<file path="config.mk">
export PLATFORM = sky130hd
export DESIGN_NAME = regfile_writeback_arbiter
export DESIGN_NICKNAME = d
export VERILOG_FILES = /design/src/rtl/regfile_writeback_arbiter.sv
export SDC_FILE = /design/constraint.sdc
export NUM_CORES = 1
export LEC_CHECK = 0
export ABC_CLOCK_PERIOD_IN_PS = 2900
export BUFFER_PORTS_ARGS = -buffer_cell sky130_fd_sc_hd__buf_2
export CORE_ASPECT_RATIO = 0.75
export CORE_UTILIZATION = 57
export CTS_CLUSTER_SIZE = 30
export DETAILED_ROUTE_END_ITERATION = 8
export GPL_TIMING_DRIVEN = 1
export MAX_ROUTING_LAYER = met4
export PLACE_DENSITY = 0.91
export REMOVE_ABC_BUFFERS = 1
export SETUP_SLACK_MARGIN = 0.3
export SLEW_MARGIN = 10
export SYNTH_ARGS = -nofsm -noshare
export SYNTH_HDL_FRONTEND = slang
export SYNTH_SLANG_ARGS = --single-unit
</file>
<file path="constraint.sdc">
create_clock -name clk -period 2.9 [get_ports clk]
set_input_delay 0.29 -clock clk [delete_from_list [all_inputs] [get_ports clk]]
set_output_delay 0.29 -clock clk [all_outputs]
set_load 0.005 [all_outputs]
</file>
<file path="src/rtl/regfile_writeback_arbiter.sv">
// regfile_writeback_arbiter: buffers three register-write sources in FIFOs and round-robins them onto one write port.
// Optional REGFILE_WB_ARB_STATS_EN adds saturating write and conflict counters.
module regfile_writeback_arbiter #(
    parameter int DATA_WIDTH = 32,
    parameter int SEL_WIDTH  = 4,
    parameter int NUM_REGS   = 2**SEL_WIDTH,
    parameter int FIFO_DEPTH = 2
) (
    input  logic                    clk,
    input  logic                    rst_n,
    input  logic                    in_flush,
    input  logic [2:0]              in_src_valid,
    output logic [2:0]              out_src_ready,
    input  logic [3*SEL_WIDTH-1:0]  in_src_sel,
    input  logic [3*DATA_WIDTH-1:0] in_src_data,
    output logic                    out_write_en,
    output logic [SEL_WIDTH-1:0]    out_write_sel,
    output logic [DATA_WIDTH-1:0]   out_write_data,
    output logic [NUM_REGS-1:0]     out_pending_mask,
    output logic                    out_idle
`ifdef REGFILE_WB_ARB_STATS_EN
    ,
    output logic [31:0]             out_stat_writes,
    output logic [31:0]             out_stat_conflicts
`endif
);
    localparam int AW = $clog2(FIFO_DEPTH);
    localparam int PW = AW + 1;

    logic [SEL_WIDTH-1:0]  sel_q  [3][FIFO_DEPTH];
    logic [DATA_WIDTH-1:0] data_q [3][FIFO_DEPTH];
    logic [PW-1:0]         wr_q [3];
    logic [PW-1:0]         rd_q [3];
    logic [1:0]            last_q, gnt, cand;
    logic                  any_gnt, load;
    logic [2:0]            empty, full, push;
    logic                  en_q;
    logic [SEL_WIDTH-1:0]  wsel_q;
    logic [DATA_WIDTH-1:0] wdata_q;
    logic [NUM_REGS-1:0]   mask;

    always_comb begin
        empty = '0;
        full  = '0;
        push  = '0;
        for (int i = 0; i < 3; i++) begin
            empty[i] = wr_q[i] == rd_q[i];
            full[i]  = (wr_q[i][PW-1] != rd_q[i][PW-1]) && (wr_q[i][AW-1:0] == rd_q[i][AW-1:0]);
            // r0 requests are handshaken but never stored
            push[i]  = in_src_valid[i] && !full[i] && !in_flush
                       && (in_src_sel[i*SEL_WIDTH +: SEL_WIDTH] != '0);
        end
    end

    always_comb begin
        gnt     = last_q;
        cand    = last_q;
        any_gnt = 1'b0;
        for (int k = 1; k <= 3; k++) begin
            cand = 2'((int'(last_q) + k) % 3);
            if (!any_gnt && !empty[cand]) begin
                gnt     = cand;
                any_gnt = 1'b1;
            end
        end
    end

    assign load = any_gnt && !in_flush;

    always_ff @(posedge clk) begin
        for (int i = 0; i < 3; i++) begin
            if (push[i]) begin
                sel_q[i][wr_q[i][AW-1:0]]  <= in_src_sel[i*SEL_WIDTH +: SEL_WIDTH];
                data_q[i][wr_q[i][AW-1:0]] <= in_src_data[i*DATA_WIDTH +: DATA_WIDTH];
            end
        end
    end

    always_ff @(posedge clk or negedge rst_n) begin
        if (!rst_n) begin
            for (int i = 0; i < 3; i++) begin
                wr_q[i] <= '0;
                rd_q[i] <= '0;
            end
        end else if (in_flush) begin
            for (int i = 0; i < 3; i++) begin
                wr_q[i] <= '0;
                rd_q[i] <= '0;
            end
        end else begin
            for (int i = 0; i < 3; i++) begin
                if (push[i]) wr_q[i] <= wr_q[i] + 1'b1;
                if (any_gnt && gnt == 2'(i)) rd_q[i] <= rd_q[i] + 1'b1;
            end
        end
    end

    always_ff @(posedge clk or negedge rst_n) begin
        if (!rst_n) begin
            en_q    <= 1'b0;
            wsel_q  <= '0;
            wdata_q <= '0;
            last_q  <= 2'd2;
        end else begin
            en_q <= load;
            if (load) begin
                wsel_q  <= sel_q[gnt][rd_q[gnt][AW-1:0]];
                wdata_q <= data_q[gnt][rd_q[gnt][AW-1:0]];
                last_q  <= gnt;
            end
        end
    end

    // a slot is live when its distance from the read pointer is below the occupancy
    always_comb begin
        mask = '0;
        for (int i = 0; i < 3; i++) begin
            for (int k = 0; k < FIFO_DEPTH; k++) begin
                if ({1'b0, AW'(k) - rd_q[i][AW-1:0]} < (wr_q[i] - rd_q[i])) mask[sel_q[i][k]] = 1'b1;
            end
        end
        if (en_q) mask[wsel_q] = 1'b1;
        mask[0] = 1'b0;
    end

    assign out_src_ready    = ~full;
    assign out_write_en     = en_q;
    assign out_write_sel    = wsel_q;
    assign out_write_data   = wdata_q;
    assign out_pending_mask = mask;
    assign out_idle         = (&empty) && !en_q;

`ifdef REGFILE_WB_ARB_STATS_EN
    logic [31:0] stat_wr_q, stat_cf_q;
    logic        conflict;

    assign conflict = (!empty[0] && !empty[1]) || (!empty[0] && !empty[2]) || (!empty[1] && !empty[2]);

    always_ff @(posedge clk or negedge rst_n) begin
        if (!rst_n) begin
            stat_wr_q <= '0;
            stat_cf_q <= '0;
        end else begin
            if (en_q && stat_wr_q != '1) stat_wr_q <= stat_wr_q + 1'b1;
            if (conflict && !in_flush && stat_cf_q != '1) stat_cf_q <= stat_cf_q + 1'b1;
        end
    end

    assign out_stat_writes    = stat_wr_q;
    assign out_stat_conflicts = stat_cf_q;
`endif
endmodule

</file>
======== After elaboration in Yosys (flattened, before gate mapping) ========
Memories as Yosys holds them, arrays and structs flattened.
Cells that the tools add are included.
cells by class
  reductions and logical operators ........ 48
  $lt $le $gt $ge ......................... 31
  multiplexer cells ....................... 71
  bitwise logic cells ..................... 12
  divide/modulo/power cells ............... 3
  eq/ne operators ......................... 11
  add/sub/neg operators ................... 18
operators by type and width
  operator                                                    count
  two-way mux 32 bit                                          6
  two-way mux 64 bit                                          3
  two-way mux 16 bit                                          7
  demux 32 bit (select 1 bit)                                 3
  modulo 32 x 3 -> 32 bit, second input constant              3
  OR 16 bit                                                   6
  less-than comparator 4 x 5 -> 1 bit, second input constant  7
  logical AND 1 bit                                           29
  demux 1 bit (select 4 bit)                                  7
  >= comparator 4 x 1 -> 1 bit, second input constant         7
  two-way mux 4 bit                                           6
  two-way mux 8 bit                                           3
  two-way mux 1 bit                                           18
  two-way mux 2 bit                                           9
  adder 2 x 1 -> 2 bit, second input constant                 6
  demux 4 bit (select 1 bit)                                  3
  less-than comparator 1 x 2 -> 1 bit                         6
  two-way mux 6 bit                                           2
  nonzero test 2 bit                                          6
  nonzero test 4 bit                                          3
  less-than comparator 2 x 3 -> 1 bit, second input constant  3
  >= comparator 2 bit, second input constant                  4
  zero test 1 bit                                             8
  NOT 1 -> 2 bit                                              4
  17 further kinds                                            35
storage, ports and cells
  output and inout port bits .............. 57
  RAM bits ................................ 216
  logic and storage cells ................. 206
  bits in registers ....................... 51
  input bits .............................. 114
  memories ................................ 2
memory list
  memory  depth  width  read ports  clocked after memory_dff  wr ports  line  text
  data_q  3      64     1           0                         3         31    logic [DATA_WIDTH-1:0] data_q [3][FIFO_DEPTH];
  sel_q   3      8      4           0                         3         30    logic [SEL_WIDTH-1:0] sel_q [3][FIFO_DEPTH];

======== Logic depth before layout (Yosys ltp) ========
Gate-level depths: netlist (run 1).
  word-level depth ........................ 18
  depth in mapped cells ................... 14
  gate-level depth less buffers ........... 11

======== Worst setup path after synthesis (run 1) ========
OpenSTA, ideal clock, no wires.
  path kind ............................... register -> register
  start ................................... register last_q[1]
  end ..................................... register rd_q[3] in the netlist's numbering
  period minus slack after synthesis ...... 2.663 ns
  cell stages (with the launch flop) ...... 14
  path buffers ............................ 3
  path slack .............................. 0.237 ns
  library setup time ...................... 0.132 ns
  required time ........................... 2.768 ns
  arrival ................................. 2.532 ns
  cells stage by stage .................... dfstp_2 > ha_1 > clkbuf_1 > nor2_1 > a41oi_1 > o22ai_1 > a221oi_1 > o21a_1 > buf_2 > buf_4 > nand3_1 > nor2_1 > xnor2_1 > nor2_1
on the way
  longest elaborated chain between the ends .. 13
  elaborated cells on any way between the ends .. 26
  those cells by class .................... 3 x add/sub; 3 x div; 1 x eq/ne; 12 x mux; 7 x reduce/logical
RTL lines
  what                                     line  text
  start, declared                          34    logic [1:0] last_q, gnt, cand;
  start signal, assigned                   109   last_q <= gnt;
  adder 2 x 2 -> 3 bit                     60    cand = 2'((int'(last_q) + k) % 3);
  modulo 32 x 3 -> 32 bit                  60
  binary-select mux 1 bit (select 2 bit)   61    if (!any_gnt && !empty[cand]) begin
  two-way mux 1 bit (not written as such)  61
  zero test 1 bit                          61
  logical AND 1 bit                        61
  two-way mux 1 bit                        61
  zero test 1 bit                          61
  logical AND 1 bit                        61
  two-way mux 2 bit                        61
  == test 2 x 1 -> 1 bit                   93    if (any_gnt && gnt == 2'(i)) rd_q[i] <= rd_q[i] + 1'b1;
  logical AND 1 bit (*)                    93
  nonzero test 2 bit (no line) (*)         -
  end signal, assigned by index            93
  end, declared                            33    logic [PW-1:0] rd_q [3];
Mark *: on every way between the ends. The rest lies on a longest branch, timed or not. The select of a mux whose other input is x is not followed.
A chain may end at the register's enable or synchronous reset.

======== Final worst setup path (run 1) ========
  start ................................... register wr_q[5] in the netlist's numbering
  end ..................................... register wdata_q[8], in the netlist out_write_data[8]
on the way
  longest elaborated chain between the ends .. 17
  elaborated cells on any way between the ends .. 28
  those cells by class .................... 1 x eq/ne; 18 x mux; 2 x bitwise; 6 x reduce/logical; 1 x memory
RTL lines
  what                                                   line  text
  start, declared                                        32    logic [PW-1:0] wr_q [3];
  start signal, assigned by index                        92    if (push[i]) wr_q[i] <= wr_q[i] + 1'b1;
  == test 2 bit (*)                                      47    empty[i] = wr_q[i] == rd_q[i];
  binary-select mux 1 bit (select 2 bit)                 61
  two-way mux 1 bit (not written as such)                61
  zero test 1 bit                                        61
  logical AND 1 bit                                      61
  two-way mux 1 bit                                      61
  zero test 1 bit                                        61
  logical AND 1 bit                                      61
  two-way mux 2 bit                                      61
  NOT 2 -> 3 bit (not written as such)                   108   wdata_q <= data_q[gnt][rd_q[gnt][AW-1:0]];
  binary-select mux 2 bit (select 2 bit)                 108
  two-way mux 1 bit (not written as such) (2 in a row)   108
  NOT 1 -> 2 bit (not written as such)                   108
  two-way mux 32 bit (not written as such) (3 in a row)  108
  end signal, assigned                                   108
  end, declared                                          39    logic [DATA_WIDTH-1:0] wdata_q;
Marked as above.

==> results of run 1 <==
==> registers in the layout (all words and copies together), names as in the netlist <==
register	flops
data_q	192
last_q	2
sel_q	24
out_write_sel	4
rd_q	6
out_write_en	1
out_write_data	32
wr_q	6
==> report_power, final <==
group	switching, mW	internal (mW)
Clock	1.56	2.13
Sequential	0.483	4.76
Combinational	9.04	8.32
==> synth_stat cells, types with 4 or more instances <==
cell / instances / area [um^2]
a211o_1: 36 / 315
a21oi_1: 43 / 215
a221oi_1: 4 / 35.0
a22oi_1: 10 / 75.1
a31oi_1: 9 / 56.3
and2_1: 12 / 75.1
buf_2: 18 / 90.1
buf_4: 9 / 67.6
clkbuf_1: 27 / 101
dfrtp_1: 50 / 1250
edfxtp_1: 216 / 6490
ha_1: 11 / 138
inv_1: 13 / 48.8
mux2i_1: 73 / 731
nand2_1: 78 / 293
nand2b_1: 13 / 81.3
nand3_1: 19 / 95.1
nand4_1: 6 / 37.5
nor2_1: 69 / 259
nor2b_1: 15 / 93.8
nor3_1: 17 / 85.1
nor3b_1: 10 / 75.1
nor4_1: 4 / 25.0
o211ai_1: 39 / 293
o21ai_0: 43 / 215
o21ai_1: 4 / 20.0
o22ai_1: 5 / 31.3
xnor2_1: 8 / 70.1
==> repair_timing <==
item | in CTS | in global routing
resized for setup | 90 | 90
buffers inserted | 49 | 27
endpoints found under the setup margin | 56 | 163
hold endpoints to repair | 218 | 8
pin swaps | 63 | 52
cloned | 16 | 2
hold buffers | 103 | 4
==> layer usage <==
| metal | GRT usage [%] | part of all wire, % | up-vias |
|---|---|---|---|
| met5 | - | 0 | - |
| met1 | 53.5 | 34 | 5193 |
| met3 | 11.4 | 14 | 378 |
| met4 | 23.3 | 8.1 | 0 |
| met2 | 63.7 | 44 | 1238 |
| li1 | - | - | 4273 |
==> cells by family (layout without fill, tap and decap cells) <==
kind of cell	Yosys count	in the layout
AOI/OAI and AO/OA	221	221
buffers and inverters	71	481
muxes	73	73
adders and majority gates	12	12
xor gates and xnor gates	13	13
other	1	5
DFF	267	267
and+or+nand+nor	257	257
==> worst max path at each step <==
stage / from / endpoint
after floorplan: last_q[1] / out_write_data[29]
after global placement: wr_q[2] / out_write_data[19]
after detailed placement: wr_q[2] / out_write_data[7]
after CTS: rd_q[3] / out_pending_mask[3]
after global routing: wr_q[5] / out_write_data[8]
final: wr_q[5] / out_write_data[8]
==> final cells by class <==
type                       count  area share, %
clock buffer                  31           3.75
clock inverter                15           1.33
multi-input combinational    577           26.0
tap                          282           2.04
timing repair buffer         421           21.5
sequential                   267           45.0
inverter                      14          0.304
antenna                        4         0.0580
==> worst max-delay path, cell delays in order (launching register included) <==
cell and delay (ps):
dfrtp_1 430, xnor2_2 250, buf_4 200, and2_1 290, o22a_1 270, o32ai_4 140
a21oi_4 250, buf_6 140, buf_6 90, buf_12 130, buf_6 110, buf_12 130
mux2i_2 390, nor2_1 80, a21oi_1 160, o211ai_1 140
==> through the flow <==
step | hold WS (ps) | instance area (um^2) | instances
6_report | 17.9 | 17300 | 1611
5_1_grt | 3.23 | 17300 | 1609
4_1_cts | 1.09 | 16500 | 1574
3_5_place_dp | 266 | 13300 | 1360
3_3_place_gp | 261 | 13300 | 1360
2_1_floorplan | -5.59 | 11600 | 858
==> results.cfg, run 1 <==
[sta]
finClkSkew_ps = 8.46
fin_crit_sh_pct = 116
setup_ws_ps = -464
hold_viol = 0
min_period_ps = 3360
fmax_ghz = 0.297
fin_tns_setup_ps = -10250
drv_slew = 0
rsz0062_at_grt = yes
setup_viol = 44
relSlewSlack_pct = 24.2
tightest_slew_ps = 1130

[placed_design]
place_ws_ps = -125
io_buffers = 169
gp_congestion = 0.983
hpwl_um = 21100

[detailed_routing]
viasPerCell = 6.88
first_pass_iters = 6
wl_per_cell_um = 30.0
drt-total-wl_um = 48400
ant_nets = 0
num_vias = 11100
drc = 0
drt_iter0_markers = 1707

[yosys]
synth_top_family_by_area = compound AO/OA/AOI/OAI gates
synth-edff-count = 216
yosysWarningCount = 0
synthCells = 915
synth_mux_area_share_pct = 6.17
synthAdderAreaFrac_pct = 1.25
yosys.area_share.simple_pct = 10.4
synthXorXnorAreaFrac_pct = 1.15
ys_seq_area_share_pct = 65.5
synth_compound_area_share_pct = 12.7
synthArstFlopShare_pct = 19.1
yosys_most_used_dff = edfxtp_1
avgSynthCellArea_um2 = 13.0
yosysUniqueCellTypes = 63
synth_area_mm2 = 0.0119
synth-seq-cells = 267

[floorplanning]
num_rows = 45
die_w_um = 168
core_mm2 = 0.0203
start_util_pct = 58.3
die_area_mm2 = 0.0214
io_pins = 171
die_y_um = 127

[pwr]
vdd_drop_max_mv = 1.27
leakagePower_nw = 6.77
totalPowerFinal_mw = 26.3
powerDensity_mw_per_mm2 = 1520

[hold_path]
holdPathEnd = sel_q[2][4]
min_path_type = in -> reg
worstHoldStart = in_src_sel[8]
holdPathStages = 1

[clock_network]
clk_path_buf_depth = 3
cts_tree = yes
cts_made_buffers = 25
clk_pin_slew_ps = 80
cts_root_buffer = clkbuf_16
clock_sinks = 267
clk_latency_ps = 540
htreeDepth = 1

[grt]
grt_pass1_vias = 10400
antenna_found_initial = 2
grt_first_pass_wirelength_um = 64400
grt_max_degree = 35
track_usage_pct = 42.7
gr-total-overflow = 0

[worst_setup_path]
arrival_ps = 3780
setup.worst_path.class = reg -> reg
reg2reg_to = out_write_data[8]
endpoint_kind = flip-flop
r2r_start = wr_q[5]
reg2reg_depth = 15
startpoint_type = flip-flop
crit_required_ps = 3310
path_max_fanout = 8
rrSetupSlack_ps = -460

[finish]
regArea_mm2 = 0.00777
final.fill_count = 866
nets = 1431
area_growth_pct = 45.7
multiInputGateArea_mm2 = 0.00449
post_route_cells_drive_above_1_share_pct = 35.9
layout_common_cells = edfxtp_1, buf_2, dlygate4sd3_1
finish.utilization_pct = 84.9
final_common_cell = edfxtp_1

[run_status]
violations = negative setup slack
status = finished with violations

[flow_run]
maxCapViolCount = 0
(Power assumes the default switching activity.)
==> run 2: changes to the inputs <==
==> constraint.sdc (replaced) <==
create_clock -name clk -period 2.9 [get_ports clk]
set_input_delay 0.435 -clock clk [delete_from_list [all_inputs] [get_ports clk]]
set_output_delay 0.435 -clock clk [all_outputs]
set_load 0.005 [all_outputs]
==> run 2 against run 1 <==
  * The flow still finishes with violations (negative setup slack)
  * Hold slack gained 53 ps
  * Total power shrank 4.9%
  * Sequential cell count is the same
  * Critical path depth shrank 1
  * Global-route usage shrank 6.2 points
  * Largest power group unchanged
==> results.cfg, run 2 (synthesized netlist as in run 1, its figures left out) <==
[detailed_routing]
wl_per_cell_um = 28.3
drt-total-wl_um = 42200
num_vias = 10000
viasPerCell = 6.74
first_pass_iters = 7
drt_iter0_markers = 1603
drc = 0
ant_nets = 0

[floorplanning]
die_y_um = 127
die_w_um = 168
start_util_pct = 58.3
io_pins = 171
core_mm2 = 0.0203
num_rows = 45
die_area_mm2 = 0.0214

[grt]
grt_pass1_vias = 9455
grtUsageMet1_pct = 48.2
gr-usage-met2_pct = 55.1
grt_busiest_layer = met2
grt_first_pass_wirelength_um = 56300
grt_use_met3_pct = 8.05
antenna_found_initial = 1
grt_max_degree = 35
track_usage_pct = 36.5
gr-total-overflow = 0

[clock_network]
cts_root_buffer = clkbuf_16
clk_path_buf_depth = 3
clk_latency_ps = 550
clock_sinks = 267
htreeDepth = 1
cts_tree = yes
clk_pin_slew_ps = 80
cts_made_buffers = 25

[worst_setup_path]
startpoint_type = flip-flop
endpoint_kind = flip-flop
arrival_ps = 3690
reg2reg_depth = 14
rrSetupSlack_ps = -390
setup.worst_path.class = reg -> reg
r2r_start = wr_q[1]
path_max_fanout = 5
crit_required_ps = 3310
reg2reg_to = out_write_data[26]

[run_status]
violations = negative setup slack
status = finished with violations

[sta]
tightest_slew_ps = 557
relSlewSlack_pct = 62.8
fmax_ghz = 0.304
drv_slew = 0
setup_ws_ps = -389
min_period_ps = 3290
rsz0062_at_grt = yes
hold_viol = 0
fin_crit_sh_pct = 113
setup_viol = 52
finClkSkew_ps = 18.3

[finish]
final.fill_count = 1043
nets = 1313
stdcell_count = 1491
finish.utilization_pct = 78.7
layout_common_cells = edfxtp_1, buf_2, nand2_1
final_common_cell = edfxtp_1
largest_reg_flops = 192
area_growth_pct = 34.9
post_route_cells_drive_above_1_share_pct = 37.9

[hold_path]
min_path_type = in -> reg
holdPathEnd = data_q[0][31]
holdPathStages = 1
worstHoldStart = in_src_data[31]

[pwr]
powerDensity_mw_per_mm2 = 1560
leakagePower_nw = 6.19
vdd_drop_max_mv = 1.12
totalPowerFinal_mw = 25.0

[placed_design]
gp_congestion = 0.959
place_ws_ps = -120
io_buffers = 169
dp.cells = 1361
hpwl_um = 21100

[flow_run]
maxCapViolCount = 0
## run 2: changes by cell type in the layout (fill, tap and decap cells not counted), moves of 4 or more
cell	change
clkinv_2	-4
clkinv_1	+7
clkbuf_16	+5
dlygate4sd3_1	-106
buf_4	-16
mux2i_2	+4
clkbuf_1	-4
## run 2: what timing repair did
action                                  CTS  global route
pin swaps                                68            63
resized for setup                       100            75
hold endpoints to repair                 14             0
gates cloned                             14             7
hold buffers                              1             0
setup buffers                            44            16
endpoints found under the setup margin   55           134
## run 2: layer usage
layer / vias up / routed length [um] / share of wire (%)
met5: - / 0 / 0
met4: 0 / 2600 / 6.2
met3: 253 / 5610 / 13
met2: 959 / 19000 / 45
met1: 4788 / 15000 / 36
li1: 4047 / - / -
## run 2: worst max-delay path by stage
stage                    from                  end  slack (ps)  cells past startpoint
CTS                   rd_q[3]  out_pending_mask[3]        -140                     10
detailed placement    wr_q[2]    out_write_data[7]        -120                     12
global route          wr_q[1]   out_write_data[26]        -420                     14
finish                wr_q[1]   out_write_data[26]        -390                     14
floorplan           last_q[1]   out_write_data[29]       -3490                     10
global placement      wr_q[2]   out_write_data[16]         -90                     12
## run 2: power breakdown
part / leakage [nW] / switching (mW) / internal [mW] / total, mW
logic: 3.19 / 8.50 / 7.90 / 16.4
clock network: 0.392 / 1.53 / 1.86 / 3.40
registers: 2.61 / 0.456 / 4.76 / 5.22
## run 2: per-stage QoR
| step | setup TNS (ps) | instance area, um^2 | hold WS, ps |
|---|---|---|---|
| detailed placement | -2330 | 13300 | 418 |
| global route | -8580 | 16000 | 64.9 |
| global placement | -2980 | 13300 | 404 |
| floorplan | -135980 | 11600 | 139 |
| finish | -7760 | 16000 | 71.2 |
| CTS | -260 | 15400 | 72.1 |
## run 2: worst max-delay path: stages (launching register included)
cell	delay, ps
dfrtp_2	450
xnor2_4	170
buf_12	140
buf_6	110
buf_4	130
a31oi_2	240
o31ai_4	130
a21oi_2	280
a21oi_4	150
mux2i_4	220
o21ai_4	270
nand2_4	160
buf_6	170
buf_12	130
o211ai_1	370
## run 2: layout make-up
class                      count  area [um^2]  share of cell area [%]
clock inverter                19          190                    1.19
clock buffer                  27          633                    3.96
timing repair buffer         303         2600                    16.2
tap                          282          353                    2.21
antenna                        2         5.00                  0.0313
multi-input combinational    577         4380                    27.4
sequential                   267         7770                    48.6
inverter                      14         55.1                   0.344
==> run 3: changes to the inputs <==
--- a/config.mk
+++ b/config.mk
@@ -5,7 +5,7 @@
 export SDC_FILE = /design/constraint.sdc
 export NUM_CORES = 1
 export LEC_CHECK = 0
-export ABC_CLOCK_PERIOD_IN_PS = 2900
+export ABC_CLOCK_PERIOD_IN_PS = 3200
 export BUFFER_PORTS_ARGS = -buffer_cell sky130_fd_sc_hd__buf_2
 export CORE_ASPECT_RATIO = 0.75
 export CORE_UTILIZATION = 57
==> constraint.sdc (replaced) <==
create_clock -name clk -period 3.2 [get_ports clk]
set_input_delay 0.48 -clock clk [delete_from_list [all_inputs] [get_ports clk]]
set_output_delay 0.48 -clock clk [all_outputs]
set_load 0.005 [all_outputs]
==> run 3 against run 2 <==
  * The flow now finishes without violations
  * Utilization fell by 5.9 points
  * Sequential share of layout area grew 4.0 points
  * Total power shrank 29%
  * Worst setup slack better by 520 ps
  * Register-to-register slack better by 520 ps
  * Critical path depth shrank 1
  * Combinational power shrank 37%
  * Design area shrank 7.5%
  * Via count is 9.7% lower
  * Highest routed layer unchanged
==> results.cfg, run 3 (synthesized netlist as in run 1, its figures left out) <==
[clock_network]
htreeDepth = 1
cts_root_buffer = clkbuf_16
clk_pin_slew_ps = 70
cts_made_buffers = 25
cts_tree = yes
clk_latency_ps = 520
clock_sinks = 267
clk_path_buf_depth = 3

[pwr]
totalPowerFinal_mw = 17.8
powerDensity_mw_per_mm2 = 1200
leakagePower_nw = 5.67
vdd_drop_max_mv = 1.09

[detailed_routing]
num_vias = 9071
drt_iter0_markers = 1212
drt-total-wl_um = 33800
wl_per_cell_um = 23.5
first_pass_iters = 5
viasPerCell = 6.32
drc = 0
ant_nets = 0

[sta]
setup_viol = 0
fin_crit_sh_pct = 95.9
drv_slew = 0
worst_hold_slack_ps = 19.8
hold_viol = 0
min_period_ps = 3070
rsz0062_at_grt = yes
finClkSkew_ps = 18.1
fmax_ghz = 0.326
relSlewSlack_pct = 51.0
tightest_slew_ps = 735

[worst_setup_path]
slowest_delay_ps = 420
critPathSlowestCell = dfrtp_1
arrival_ps = 3500
reg2reg_to = out_write_data[7]
worst_path_dominant_cell_family = compound AO/OA/AOI/OAI gates
setup.worst_path.class = reg -> reg
worstPathCellList = xnor2_2, buf_4, buf_6, nand2_4, o32ai_2, a21o_1, a21oi_4, buf_12, or3_4, o21ai_4, nand2_4, clkbuf_16, o211ai_1
r2r_start = rd_q[5]
worst-path-buf-inv = 4
startpoint_type = flip-flop
crit_required_ps = 3630
crit_top_cell = nand2_4
reg2reg_depth = 13
endpoint_kind = flip-flop
path_max_fanout = 7
rrSetupSlack_ps = 130
crit_start = rd_q[5]
endpoint = out_write_data[7]
cp.depth = 13

[placed_design]
hpwl_um = 20100
io_buffers = 169
gp_congestion = 0.987
placed_area_mm2 = 0.0131

[finish]
post_route_cells_drive_above_1_share_pct = 30.9
final_common_cell = edfxtp_1
nets = 1253
layout_common_cells = edfxtp_1, buf_2, nand2_1
final_area_mm2 = 0.0148
area_growth_pct = 24.8
multiInputGateArea_mm2 = 0.00410
final.fill_count = 1262
finish.utilization_pct = 72.7
regArea_mm2 = 0.00777
largest_reg_flops = 192

[floorplanning]
core_mm2 = 0.0203
io_pins = 171
start_util_pct = 58.3
die_area_mm2 = 0.0214
num_rows = 45
die_w_um = 168
die_y_um = 127

[grt]
grt_pass1_vias = 8330
grt_first_pass_wirelength_um = 46200
antenna_found_initial = 5
gr-total-overflow = 0
grt_max_degree = 52
track_usage_pct = 29.6

[run_status]
status = completed

[hold_path]
min_path_type = in -> async

[flow_run]
maxCapViolCount = 0
-- run 3: cell types whose count changed in the layout (fill, tap and decap cells not counted), moves of 6 or more --
cell / change
clkinv_1: -7
a21oi_1: +6
mux2i_1: +8
buf_4: -25
mux2i_2: -8
buf_16: -13
buf_6: -15
a21oi_2: -6
diode_2: +6
-- run 3: layout make-up --
| cell class | count | area share, % |
|---|---|---|
| diodes | 8 | 0.135 |
| repair buffers | 243 | 11.6 |
| flip-flops and latches | 267 | 52.6 |
| clock buffers | 35 | 4.69 |
| clock inverters | 10 | 0.559 |
| multi-input cells | 577 | 27.7 |
| inverters | 14 | 0.372 |
| well taps | 282 | 2.39 |
-- run 3: worst min-delay path by stage --
| stage | start | endpoint |
|---|---|---|
| finish | rst_n | out_write_sel[1] |
| global route | rst_n | wr_q[5] |
| CTS | rst_n | out_write_data[20] |
| detailed placement | out_write_data[2] | out_write_data[2] |
| global placement | out_write_data[18] | out_write_data[18] |
| floorplan | rst_n | last_q[0] |
-- run 3: worst register-to-register path, stage by stage, from the launching register on --
cell and delay, ps:
dfrtp_1 420, xnor2_2 280, buf_4 170, buf_6 110, nand2_4 90, o32ai_2 340, a21o_1 180, a21oi_4 80
buf_12 150, or3_4 380, o21ai_4 150, nand2_4 210, clkbuf_16 230, o211ai_1 200
-- run 3: repair_timing --
action	CTS	global route
gates resized for setup	46	53
hold buffers	0	0
endpoints found under the setup margin	55	56
pin swaps	19	45
cloned	0	8
buffers inserted	17	20
-- run 3: metrics by stage --
stage                     setup WS, ps  std cells  setup TNS, ps
after floorplan                  -3190        858        -122780
after global placement             162       1338              0
after detailed placement           126       1338              0
after CTS                          241       1400              0
after global routing              80.5       1433              0
final                              130       1436              0
-- run 3: per-layer routing --
metal / vias up / part of all wire (%) / track usage [%]
met5: - / 0 / -
met4: 0 / 3.5 / 9.73
met3: 105 / 11 / 6.65
met2: 647 / 46 / 44.9
met1: 4397 / 39 / 39.8
li1: 3922 / - / -
-- run 3: power breakdown --
group          total, mW  internal, mW  switching [mW]
Sequential          4.67          4.31           0.355
Clock               2.84          1.60            1.25
Combinational       10.3          4.45            5.81
Total               17.8          10.4            7.41
